--- src/rtl/skew_aligner_pkg.sv ---
// ---------------------------------------------------------------------------
// skew_aligner_pkg
// Shared definitions for the skew aligner: measurement FSM state encoding and
// default stream width / maximum measurable skew.
// ---------------------------------------------------------------------------
package skew_aligner_pkg;

    localparam int DEFAULT_W        = 4;
    localparam int DEFAULT_MAX_SKEW = 8;

    typedef enum logic [1:0] {
        IDLE   = 2'd0,
        SEARCH = 2'd1,
        LOCKED = 2'd2
    } state_t;

endpackage

--- src/rtl/skew_aligner_ref_history.sv ---
// ---------------------------------------------------------------------------
// ref_history
// W x MAX_SKEW shift register holding the recent past of the reference
// stream, with a skew-indexed combinational read port.
//   hist[i] holds ref_in delayed by i+1 cycles.
//   rd_skew == 0 returns ref_in itself (zero-delay bypass).
// Ports:
//   clk      in   clock, rising edge
//   rst      in   synchronous active-high reset, clears the history
//   ref_in   in   W    reference stream sample for this cycle
//   rd_skew  in   SKW  delay to read back (0..MAX_SKEW)
//   rd_data  out  W    ref_in delayed by rd_skew cycles
// ---------------------------------------------------------------------------
module ref_history
    import skew_aligner_pkg::*;
#(
    parameter int W        = DEFAULT_W,
    parameter int MAX_SKEW = DEFAULT_MAX_SKEW,
    parameter int SKW      = $clog2(MAX_SKEW + 1)
) (
    input  logic           clk,
    input  logic           rst,
    input  logic [W-1:0]   ref_in,
    input  logic [SKW-1:0] rd_skew,
    output logic [W-1:0]   rd_data
);

    logic [W-1:0] hist [MAX_SKEW];

    // Shifts every cycle regardless of the measurement state
    always_ff @(posedge clk) begin
        if (rst) begin
            for (int i = 0; i < MAX_SKEW; i++) begin
                hist[i] <= '0;
            end
        end else begin
            hist[0] <= ref_in;
            for (int i = 1; i < MAX_SKEW; i++) begin
                hist[i] <= hist[i-1];
            end
        end
    end

    // Compare-based mux keeps the index in range for any rd_skew value
    always_comb begin
        rd_data = ref_in;
        for (int i = 0; i < MAX_SKEW; i++) begin
            if (rd_skew == SKW'(i + 1)) begin
                rd_data = hist[i];
            end
        end
    end

endmodule

--- src/rtl/skew_aligner.sv ---
// ---------------------------------------------------------------------------
// skew_aligner
// Measures the fixed cycle skew between a reference stream and a delayed copy
// of it by latching a probe sample on start and counting cycles until the
// probe shows up on the delayed stream. Once locked, the reference stream is
// re-timed through a history line so both streams leave cycle-aligned.
//
// Optional feature: define SKEW_ALIGNER_LOSS_DETECT_EN to drop lock (with an
// err pulse) when the aligned pair disagrees while LOCKED. Without it, LOCKED
// is left only through start or rst.
//
// Ports:
//   clk            in   clock, rising edge
//   rst            in   synchronous active-high reset
//   ref_in         in   W    undelayed stream
//   dly_in         in   W    delayed stream
//   start          in   request a measurement (ignored while searching)
//   busy           out  measurement in progress
//   locked         out  skew valid, alignment active
//   err            out  one-cycle pulse: search timeout / loss of lock
//   skew           out  SKW  measured skew in cycles
//   aligned_ref    out  W    ref_in delayed by skew, registered
//   aligned_dly    out  W    dly_in, registered
//   aligned_valid  out  aligned outputs meaningful
// ---------------------------------------------------------------------------
module skew_aligner
    import skew_aligner_pkg::*;
#(
    parameter int W        = DEFAULT_W,
    parameter int MAX_SKEW = DEFAULT_MAX_SKEW,
    parameter int SKW      = $clog2(MAX_SKEW + 1)
) (
    input  logic           clk,
    input  logic           rst,
    input  logic [W-1:0]   ref_in,
    input  logic [W-1:0]   dly_in,
    input  logic           start,
    output logic           busy,
    output logic           locked,
    output logic           err,
    output logic [SKW-1:0] skew,
    output logic [W-1:0]   aligned_ref,
    output logic [W-1:0]   aligned_dly,
    output logic           aligned_valid
);

    state_t         state;
    logic [SKW-1:0] cnt;
    logic [W-1:0]   probe;

    logic           lock_now;
    logic [SKW-1:0] lock_skew;
    logic [SKW-1:0] rd_skew;
    logic [W-1:0]   sel;

    // Lock decision for this cycle. A zero-skew hit is only possible on the
    // start cycle itself; during the search the probe is compared instead.
    always_comb begin
        lock_now  = 1'b0;
        lock_skew = skew;
        case (state)
            IDLE, LOCKED: begin
                if (start && (dly_in == ref_in)) begin
                    lock_now  = 1'b1;
                    lock_skew = '0;
                end
            end
            SEARCH: begin
                if (dly_in == probe) begin
                    lock_now  = 1'b1;
                    lock_skew = cnt;
                end
            end
            default: ;
        endcase
    end

    // Read the history with the skew being locked this cycle, so the pair
    // registered on the locking edge is already aligned.
    assign rd_skew = lock_now ? lock_skew : skew;

    ref_history #(
        .W        (W),
        .MAX_SKEW (MAX_SKEW),
        .SKW      (SKW)
    ) u_hist (
        .clk     (clk),
        .rst     (rst),
        .ref_in  (ref_in),
        .rd_skew (rd_skew),
        .rd_data (sel)
    );

    // Measurement FSM, counter and registered outputs
    always_ff @(posedge clk) begin
        if (rst) begin
            state         <= IDLE;
            cnt           <= '0;
            probe         <= '0;
            skew          <= '0;
            busy          <= 1'b0;
            locked        <= 1'b0;
            aligned_valid <= 1'b0;
            err           <= 1'b0;
            aligned_ref   <= '0;
            aligned_dly   <= '0;
        end else begin
            err         <= 1'b0;
            aligned_ref <= sel;
            aligned_dly <= dly_in;
            case (state)
                IDLE, LOCKED: begin
                    if (start) begin
                        probe <= ref_in;
                        if (lock_now) begin
                            state         <= LOCKED;
                            skew          <= lock_skew;
                            busy          <= 1'b0;
                            locked        <= 1'b1;
                            aligned_valid <= 1'b1;
                        end else begin
                            state         <= SEARCH;
                            cnt           <= SKW'(1);
                            busy          <= 1'b1;
                            locked        <= 1'b0;
                            aligned_valid <= 1'b0;
                        end
                    end
`ifdef SKEW_ALIGNER_LOSS_DETECT_EN
                    // Skew is kept for debug when lock is lost
                    else if ((state == LOCKED) && (aligned_ref != aligned_dly)) begin
                        state         <= IDLE;
                        err           <= 1'b1;
                        locked        <= 1'b0;
                        aligned_valid <= 1'b0;
                    end
`endif
                end
                SEARCH: begin
                    if (lock_now) begin
                        state         <= LOCKED;
                        skew          <= lock_skew;
                        busy          <= 1'b0;
                        locked        <= 1'b1;
                        aligned_valid <= 1'b1;
                    end else if (cnt == SKW'(MAX_SKEW)) begin
                        state <= IDLE;
                        err   <= 1'b1;
                        busy  <= 1'b0;
                    end else begin
                        cnt <= cnt + SKW'(1);
                    end
                end
                default: state <= IDLE;
            endcase
        end
    end

endmodule

--- config.mk ---
export PLATFORM = sky130hd
export DESIGN_NAME = skew_aligner
export DESIGN_NICKNAME = d
export VERILOG_FILES = /design/src/rtl/skew_aligner_pkg.sv /design/src/rtl/skew_aligner_ref_history.sv /design/src/rtl/skew_aligner.sv
export SDC_FILE = /design/constraint.sdc
export NUM_CORES = 1
export LEC_CHECK = 0
export CAP_MARGIN = 20
export CORE_MARGIN = 2
export CORE_UTILIZATION = 59
export CTS_CLUSTER_SIZE = 30
export DETAILED_ROUTE_END_ITERATION = 8
export GPL_TIMING_DRIVEN = 0
export PLACE_DENSITY = 0.83
export SYNTH_ARGS = -nofsm -noshare
export SYNTH_HDL_FRONTEND = slang
export SYNTH_SLANG_ARGS = --single-unit
export TNS_END_PERCENT = 30
--- constraint.sdc ---
create_clock -name clk -period 4.4 [get_ports clk]
set_input_delay 0.88 -clock clk [delete_from_list [all_inputs] [get_ports clk]]
set_output_delay 0.88 -clock clk [all_outputs]
set_load 0.01 [all_outputs]
==> results of run 1 <==
registers in the layout, summed over array words and instances, names as in the netlist:
| signal | flops |
|---|---|
| err | 1 |
| aligned_dly | 4 |
| busy | 1 |
| skew | 4 |
| aligned_ref | 4 |
| cnt | 4 |
| state | 2 |
| u_hist.hist | 32 |
| probe | 4 |
| aligned_valid | 1 |
report_power, final:
part / switching, W / internal (W)
registers: 0.00000943 / 0.000534
logic: 0.0000669 / 0.0000562
clock network: 0.000198 / 0.000351
total: 0.000275 / 0.000941
how the worst min path moves through the flow:
stage / slack (ps) / depth (start not counted) / endpoint / startpoint
after floorplan: 430 / 1 / u_hist.hist[1][3] / u_hist.hist[0][7]
after global placement: 440 / 1 / u_hist.hist[2][5] / u_hist.hist[2][1]
after detailed placement: 450 / 1 / u_hist.hist[2][5] / u_hist.hist[2][1]
after CTS: 460 / 1 / u_hist.hist[3][0] / u_hist.hist[2][4]
after global routing: 470 / 1 / u_hist.hist[2][2] / u_hist.hist[1][6]
final: 460 / 1 / u_hist.hist[3][0] / u_hist.hist[2][4]
through the flow:
stage               setup slack, ps  area, um2  total power (W)  std cells
detailed placement              942       2750         0.000675        335
CTS                            1280       2970          0.00122        351
global placement                951       2750         0.000673        335
finish                         1200       2970          0.00122        351
global route                   1060       2970          0.00126        351
floorplan                      1850       2440         0.000630        260
final cells by class:
class	count	area (um2)	area share
multi-input combinational	185	1200	0.404
sequential	57	1140	0.384
timing repair buffer	25	250	0.0841
clock buffer	14	163	0.0547
buffer	14	80.1	0.0269
tap	50	62.6	0.0210
clock inverter	2	60.1	0.0202
inverter	4	15.0	0.00505
cell usage in the layout, fill, tap and decap left out, drive strengths merged, types with 2 or more instances in the layout:
cell / n
bufinv: 2
o21a: 2
clkdlybuf4s50: 25
a31oi: 5
a221oi: 3
nor3: 9
xnor2: 9
nor4: 3
o21ai: 4
clkbuf: 19
or2: 3
ha: 2
a21oi: 14
mux2: 3
and4: 2
inv: 4
o211ai: 2
nand2: 23
nand2b: 3
mux2i: 4
nand4: 3
nor2: 28
nand3: 5
and3: 2
buf: 9
dfxtp: 57
nor2b: 38
critical path: cells and delay by family:
| kind | cells | cell delay (ps) |
|---|---|---|
| buffers and inverters | 1 | 470 |
| and+or+nand+nor | 2 | 770 |
| xor gates and xnor gates | 1 | 250 |
| AOI/OAI and AO/OA | 5 | 1060 |
metal layers:
metal	part of all wire	vias to the layer above	global-route usage
li1	-	969	-
met3	0.081	12	0.0822
met2	0.45	85	0.409
met4	0.016	0	0.103
met1	0.45	884	0.355
met5	0	-	0
kinds of logic (layout without fill, tap and decap cells):
group                    count (synthesis)  count (layout)
AO/OA/AOI/OAI                           45              45
XOR/XNOR                                10              10
adder cells (fa/ha/maj)                  2               2
buffers and inverters                   18              59
flip-flops                              57              57
multiplexers                             7               7
AND/OR/NAND/NOR                        121             121
==> impl_results.md, run 1 <==
* Outcome: finished clean
* Cells on worst reg2reg path at 8
* Maximum number of pins on one net before global-route repair at 11
* Clock slew at reported path FFs at 60 ps
* Worst R2R End: aligned_ref[3]
* Top-area cell type share of the netlist area at 0.468
* Area of the die at 4660 um2
* Synth top cells by count: dfxtp_1, nor2b_1, nor2_1, nand2_1, a21oi_1
* Via count of the first global-routing pass at 1818
* Cell area after synthesis at 2440 um2
* Total clock buffers created by CTS at 9
* Avg Inst Size Synth at 9.38 um2
* Routed wirelength normalized by instance count at 15.6 um
* Fill cell total of the finished layout at 289
* Number of H-tree levels at 3
* Required time at the worst-slack endpoint at 4630 ps
* NumNets Final at 309
* Proportion of synthesized area in mux cells at 0.0303
* Class of the worst hold path: reg -> reg
* Final Critical Period at 3200 ps
* Synthesized-area fraction occupied by ao, oa, aoi and oai cells at 0.150
* PostCTS Resize Cnt at 0
* Largest area contributor in the synthesized netlist: dfxtp_1
* Main flop type after synthesis: dfxtp_1
* Global placer's final weighted congestion at 0.890
* Cell-by-cell listing of the critical path: clkdlybuf4s50_1 -> xnor2_1 -> nand4_1 -> nor2_1 -> o211a_4 -> o21ai_2 -> a221oi_2 -> o221ai_1 -> o21a_1
* Worst slew margin at 0.592
* Clk sink count at 57
* Pre-antenna DRT Iters at 4
* Global-route total usage across every layer at 0.268
* Initial cell density of the core at 0.610
* Final setup violating endpoints at 0
* Placeable core region at 4000 um2
* CP Max Fanout at 6
* Unrepaired setup endpoints after global routing: false
* Period Utilization, post-route at 0.727
* Mapped Nets at 273
* Worst flop-to-flop path startpoint: probe[1]
* Clock Path Buffers at 2
* Post-CTS setup buffer count at 0
* Number of instances in the synthesized netlist at 260
* Wire length of the first global-routing pass at 8.91 mm
* Synth Area in XOR/XNOR at 0.0359
* Synthesis warning total at 0
* Register area share after synthesis at 0.468
* Hold Slack at 458 ps
* Hold buffer count at cts at 0
* Slew at the pin closest to its max-slew limit at 607 ps
* Largest family of logic cells by synthesized area: simple AND/OR/NAND/NOR gates
* Share of synthesized cell area in full adder, half adder and majority cells at 0.0103
* Number of antenna violations at the first check in global routing at 0
* Type of element capturing the critical path: flop
* Antenna-violating nets left at 0
* Dominant cell by count in the synthesized netlist: dfxtp_1
* Final core utilization at 0.744
* Max-cap violation count at 0
* Number of enable-type register cells in the synthesized netlist at 0
* Post-route setup TNS at 0 ps
* Hold violation total from the final report at 0
* Area fraction in and, or, nand and nor cells after synthesis at 0.266
* Skew-Pair Late Insertion Delay at 340 ps
* Total routed wirelength at 5.48 mm
* Width of the chip at 68.3 um
* Clock tree from TritonCTS: yes
* Number of violations reported at the end of detailed-routing iteration 0 at 96
* Cell with the largest stage delay on the worst path: clkdlybuf4s50_1
* Remaining DRCs at 0
* Worst-case vdd ir drop at 0.000291 V
* Startpoint of the worst setup timing path: dly_in[1]
* Total via count after detailed routing at 1950
* Pwr/cell area at 409 nW/um2
* Area added between synthesis and finish at 22.0%
* Maximum cell stage delay along the critical path at 470 ps
* Std cell rows at 23
* Top-Level Pins at 27
* Maximum operating frequency at 313 MHz
* Detailed-placement wirelength estimate at 3.70 mm
* Startpoint type of the worst setup path: input pin
* Flop2flop setup slack at 1900 ps
* Number of distinct standard cells referenced by the synthesized netlist at 57
* Total congestion overflow at 0
* Startpoint-to-endpoint class of the critical path: in -> reg
* Diode count at 0
* Fraction of final layout cells with drive strength greater than 1 at 0.136
* Port Buffer Count at 25
* Data arrival at the endpoint of the critical path at 3430 ps
* Proportion of synthesized flip-flops having asynchronous set or reset at 0
* Final max-slew violation count at 0
* Post-route clock skew at 7.23 ps
* Leakage power of the design at 1.11 nW
* Height of the chip at 68.3 um
* Top area cells in the synthesized netlist: dfxtp_1, nor2b_1, nor2_1, nand2_1, xnor2_1
* Vias per inst at 5.56
* Clock tree root buffer cell: clkbuf_8
* Capturing instance or port of the critical path: aligned_ref[3]
* Yosys reg bits at 57
Power figures use the tool's default switching activity.
==> run 2, diff against run 1 <==
Settings changed: CORE_UTILIZATION 59 to 50, PLACE_DENSITY 0.83 to 0.75.
Clock period 4.4 ns to 2.6 ns, I/O delays scaled along.
==> impl_results.md, run 2 (synthesized netlist as in run 1, its figures left out) <==
* Startpoint type of the worst setup path: input pin
* Flip-flop count of the largest register after layout at 32
* Cell Area, Placed at 2770 um2
* Clock tree from TritonCTS: yes
* NumNets Final at 312
* Slew at the pin closest to its max-slew limit at 635 ps
* Maximum operating frequency at 403 MHz
* Placeable core region at 4720 um2
* Max-cap violation count at 0
* Routed wirelength normalized by instance count at 14.6 um
* Global-route total usage across every layer at 0.219
* Hold buffer count at cts at 0
* Type of element capturing the critical path: flop
* Global placer's final weighted congestion at 0.923
* Initial cell density of the core at 0.516
* Worst-case vdd ir drop at 0.000292 V
* Fraction of final layout cells with drive strength greater than 1 at 0.175
* Post-route setup TNS at 0 ps
* Pre-antenna DRT Iters at 4
* Required time at the worst-slack endpoint at 2800 ps
* Leakage power of the design at 1.17 nW
* Height of the chip at 73.8 um
* Fin area at 3050 um2
* Hold violation total from the final report at 0
* Cells on worst reg2reg path at 9
* Diode count at 0
* Total clock buffers created by CTS at 9
* Area added between synthesis and finish at 25.0%
* Std cell rows at 25
* Antenna-violating nets left at 0
* Clock tree root buffer cell: clkbuf_8
* Period Utilization, post-route at 0.955
* Area of the die at 5450 um2
* Remaining DRCs at 0
* Clk sink count at 57
* Most frequent standard cell in the layout excluding fill and tap cells: dfxtp_1
* Top-Level Pins at 27
* Hold depth at 1
* Clock slew at reported path FFs at 60 ps
* Footprint of the multi-input gates at 1280 um2
* Final setup slack of the worst path at 116 ps
* Via count of the first global-routing pass at 1809
* Number of violations reported at the end of detailed-routing iteration 0 at 208
* Skew-Pair Late Insertion Delay at 330 ps
* Worst slew margin at 0.576
* Wire length of the first global-routing pass at 8.73 mm
* CP Max Fanout at 8
* Detailed-placement wirelength estimate at 3.85 mm
* Total congestion overflow at 0
* Final core utilization at 0.646
* Total routed wirelength at 5.41 mm
* Width of the chip at 73.8 um
* Maximum number of pins on one net before global-route repair at 11
* Startpoint-to-endpoint class of the critical path: in -> reg
* Number of H-tree levels at 3
* Number of antenna violations at the first check in global routing at 0
* Worst slack at placement at -483 ps
* Final Critical Period at 2480 ps
* Final max-slew violation count at 0
* Register with the most flip-flops: u_hist.hist
* Hold Slack at 456 ps
* Total via count after detailed routing at 1958
* Data arrival at the endpoint of the critical path at 2690 ps
* Class of the worst hold path: reg -> reg
* Clock Path Buffers at 2
* Pwr/cell area at 599 nW/um2
* Register area at 1140 um2
* Final setup violating endpoints at 0
* Outcome: finished clean
* Most frequent cells in the layout: dfxtp_1, nor2b_1, nor2_1
* Vias per inst at 5.29
* Fill cell total of the finished layout at 391
* Port Buffer Count at 25
* Post-route clock skew at 6.27 ps
## run 2: cell count changes in the layout (fill, tap and decap cells not counted), moves of 2 or more
cell / before / now
bufinv_16: 2 / 0
xnor2_1: 9 / 7
clkinv_2: 0 / 2
xnor2_2: 0 / 2
buf_4: 5 / 7
dlymetal6s2s_1: 0 / 5
dlygate4sd2_1: 0 / 3
clkdlybuf4s50_1: 25 / 17
## run 2: routing by layer
metal	part of all wire	GRT usage	wire (um)	vias to the layer above
li1	-	-	-	973
met1	0.46	0.296	2490	910
met2	0.45	0.319	2450	67
met3	0.071	0.0658	383	8
met4	0.016	0.0970	86	0
met5	0	0	0	-
## run 2: path summary, 6_finish.rpt
check,slack (ps),to,start
setup reg to reg,370,aligned_ref[2],state[0]
hold reg to reg,460,u_hist.hist[2][5],u_hist.hist[2][1]
setup / recovery,120,aligned_ref[2],start
hold / removal,460,u_hist.hist[2][5],u_hist.hist[2][1]
## run 2: through the flow
step / cells / power (W)
floorplan: 260 / 0.00107
global placement: 352 / 0.00114
detailed placement: 352 / 0.00114
CTS: 369 / 0.00184
global route: 370 / 0.00190
finish: 370 / 0.00183
## run 2: report_power, final
| group | internal, W | switching [W] | total, W |
|---|---|---|---|
| Clock | 0.000363 | 0.000328 | 0.000691 |
| Sequential | 0.000905 | 0.0000167 | 0.000921 |
| Combinational | 0.0000994 | 0.000115 | 0.000215 |
## run 2: area by class of cell
type                            count  area share
Inverter                            4     0.00492
Sequential cell                    57       0.374
Clock buffer                       12      0.0476
Tap cell                           67      0.0275
Multi-Input combinational cell    185       0.420
Clock inverter                      3     0.00574
Buffer                             14      0.0275
Timing Repair Buffer               28      0.0923
## run 2: what timing repair did
| action | CTS | global route |
|---|---|---|
| setup endpoints to repair | 3 | 4 |
| pin swaps | 2 | 3 |
| resized for setup | 5 | 17 |
| setup buffers | 2 | 1 |
## run 2: critical path: stages
cell             delay, ps
clkdlybuf4s50_1        500
nand2b_1                60
clkbuf_1               190
or2_0                  250
buf_4                  170
a41o_4                 290
and2_4                 180
a22o_1                 260
a211oi_2               190
nor3_2                  60
==> run 3, diff against run 2 <==
Settings changed: MAX_ROUTING_LAYER set to met4.
==> impl_results.md, run 3 (synthesized netlist as in run 1, its figures left out) <==
* Global placer's final weighted congestion at 0.939
* Worst slew margin at 0.570
* Max-cap violation count at 0
* Detail Route met2 WL at 2.41 mm
* Number of placed cells counting well taps at 352
* Number of standard cells in the layout, taps in and fillers out at 370
* Total via count after detailed routing at 1955
* Flip-flop count of the largest register after layout at 32
* Clk sink count at 57
* Pwr/cell area at 602 nW/um2
* Total clock buffers created by CTS at 9
* Antenna-violating nets left at 0
* Final setup violating endpoints at 0
* Wire length of the first global-routing pass at 8.77 mm
* Vias per inst at 5.28
* Class of the worst hold path: reg -> reg
* Number of H-tree levels at 3
* Leakage power of the design at 1.17 nW
* Number of antenna violations at the first check in global routing at 0
* Startpoint type of the worst setup path: input pin
* Via count of the first global-routing pass at 1799
* Clock slew at reported path FFs at 60 ps
* Total congestion overflow at 0
* Maximum operating frequency at 401 MHz
* Final core utilization at 0.646
* Fin area at 3050 um2
* Period Utilization, post-route at 0.959
* Top-Level Pins at 27
* Diode count at 0
* Initial cell density of the core at 0.516
* Final max-slew violation count at 0
* Cell Area, Placed at 2770 um2
* Data arrival at the endpoint of the critical path at 2710 ps
* Remaining DRCs at 0
* Number of violations reported at the end of detailed-routing iteration 0 at 219
* CP Max Fanout at 8
* Pre-antenna DRT Iters at 4
* Global-route total usage across every layer at 0.226
* Final Critical Period at 2490 ps
* Most frequent standard cell in the layout excluding fill and tap cells: dfxtp_1
* Area of the die at 5450 um2
* Port Buffer Count at 25
* Area added between synthesis and finish at 25.0%
* Post-route clock skew at 6.66 ps
* Clock tree root buffer cell: clkbuf_8
* Clock tree from TritonCTS: yes
* Required time at the worst-slack endpoint at 2810 ps
* Routed wirelength normalized by instance count at 14.7 um
* Cell-by-cell listing of the critical path: clkdlybuf4s50_1 -> nand2b_1 -> clkbuf_1 -> or2_0 -> buf_4 -> a41o_4 -> and2_4 -> a22o_1 -> a211oi_2 -> nor3_2
* Total met3 wirelength after detailed routing at 274 um
* Std cell rows at 25
* Worst-case vdd ir drop at 0.000292 V
* Type of element capturing the critical path: flop
* Total routed wirelength at 5.45 mm
* Clock Path Buffers at 2
* NumNets Final at 312
* Top metal layer carrying routed signals: met4
* Register with the most flip-flops: u_hist.hist
* Slew at the pin closest to its max-slew limit at 644 ps
* Routed length on met1 at 2.65 mm
* Final Power at 0.00184 W
* Fraction of final layout cells with drive strength greater than 1 at 0.175
* Maximum cell stage delay along the critical path at 500 ps
* Width of the chip at 73.8 um
* Placeable core region at 4720 um2
* Most frequent cells in the layout: dfxtp_1, nor2b_1, nor2_1
* Hold violation total from the final report at 0
* Maximum number of pins on one net before global-route repair at 11
* Post-route setup TNS at 0 ps
* Startpoint-to-endpoint class of the critical path: in -> reg
* Cell with the largest stage delay on the worst path: clkdlybuf4s50_1
* Outcome: finished clean
* Skew-Pair Late Insertion Delay at 340 ps
* Detailed-placement wirelength estimate at 3.85 mm
* Height of the chip at 73.8 um
-- run 3: cell counts in the layout (fill, tap and decap cells not counted) --
No cell type changed its count.
-- run 3: layout make-up --
class,instances,area [um2]
Clock buffer,12,145
Clock inverter,3,17.5
Sequential cell,57,1140
Buffer,14,83.8
Tap cell,67,83.8
Fill cell,391,1670
Timing Repair Buffer,28,282
Inverter,4,15.0
Multi-Input combinational cell,185,1280
-- run 3: worst max-delay path: cells and delay by family --
kind / cells / cell delay (ps)
buf+inv: 3 / 870
compound gates: 3 / 750
simple gates: 4 / 570
-- run 3: through the flow --
step	worst slack (ps)	hold WS, ps
after global routing	-29.8	478
after floorplan	409	429
after detailed placement	-483	453
after global placement	-485	442
final	106	459
after CTS	5.45	461
-- run 3: final timing paths --
path	start	end	slack [ps]	cells after the start
max	start	aligned_ref[2]	110	10
min	u_hist.hist[2][1]	u_hist.hist[2][5]	460	1
max reg2reg	state[0]	aligned_ref[2]	340	9
min reg2reg	u_hist.hist[2][1]	u_hist.hist[2][5]	460	1
-- run 3: what timing repair did --
item                                   4_1_cts  5_1_grt
setup endpoints to repair                    3        4
resized for setup                            5       17
hold buffers                                 0        0
setup buffers                                2        1
endpoints found under the hold margin        0        0
pin swaps                                    2        3
-- run 3: report_power, final --
part | switching, W | internal, W | leakage, nW | total, W
Clock | 0.000336 | 0.000363 | 0.0822 | 0.000699
Sequential | 0.0000167 | 0.000905 | 0.465 | 0.000921
Combinational | 0.000116 | 0.0000994 | 0.618 | 0.000216
-- run 3: layer usage --
metal	vias to the layer above	global-route usage
li1	973	-
met1	916	0.299
met2	57	0.318
met3	9	0.0535
met4	0	0.115
met5	-	-
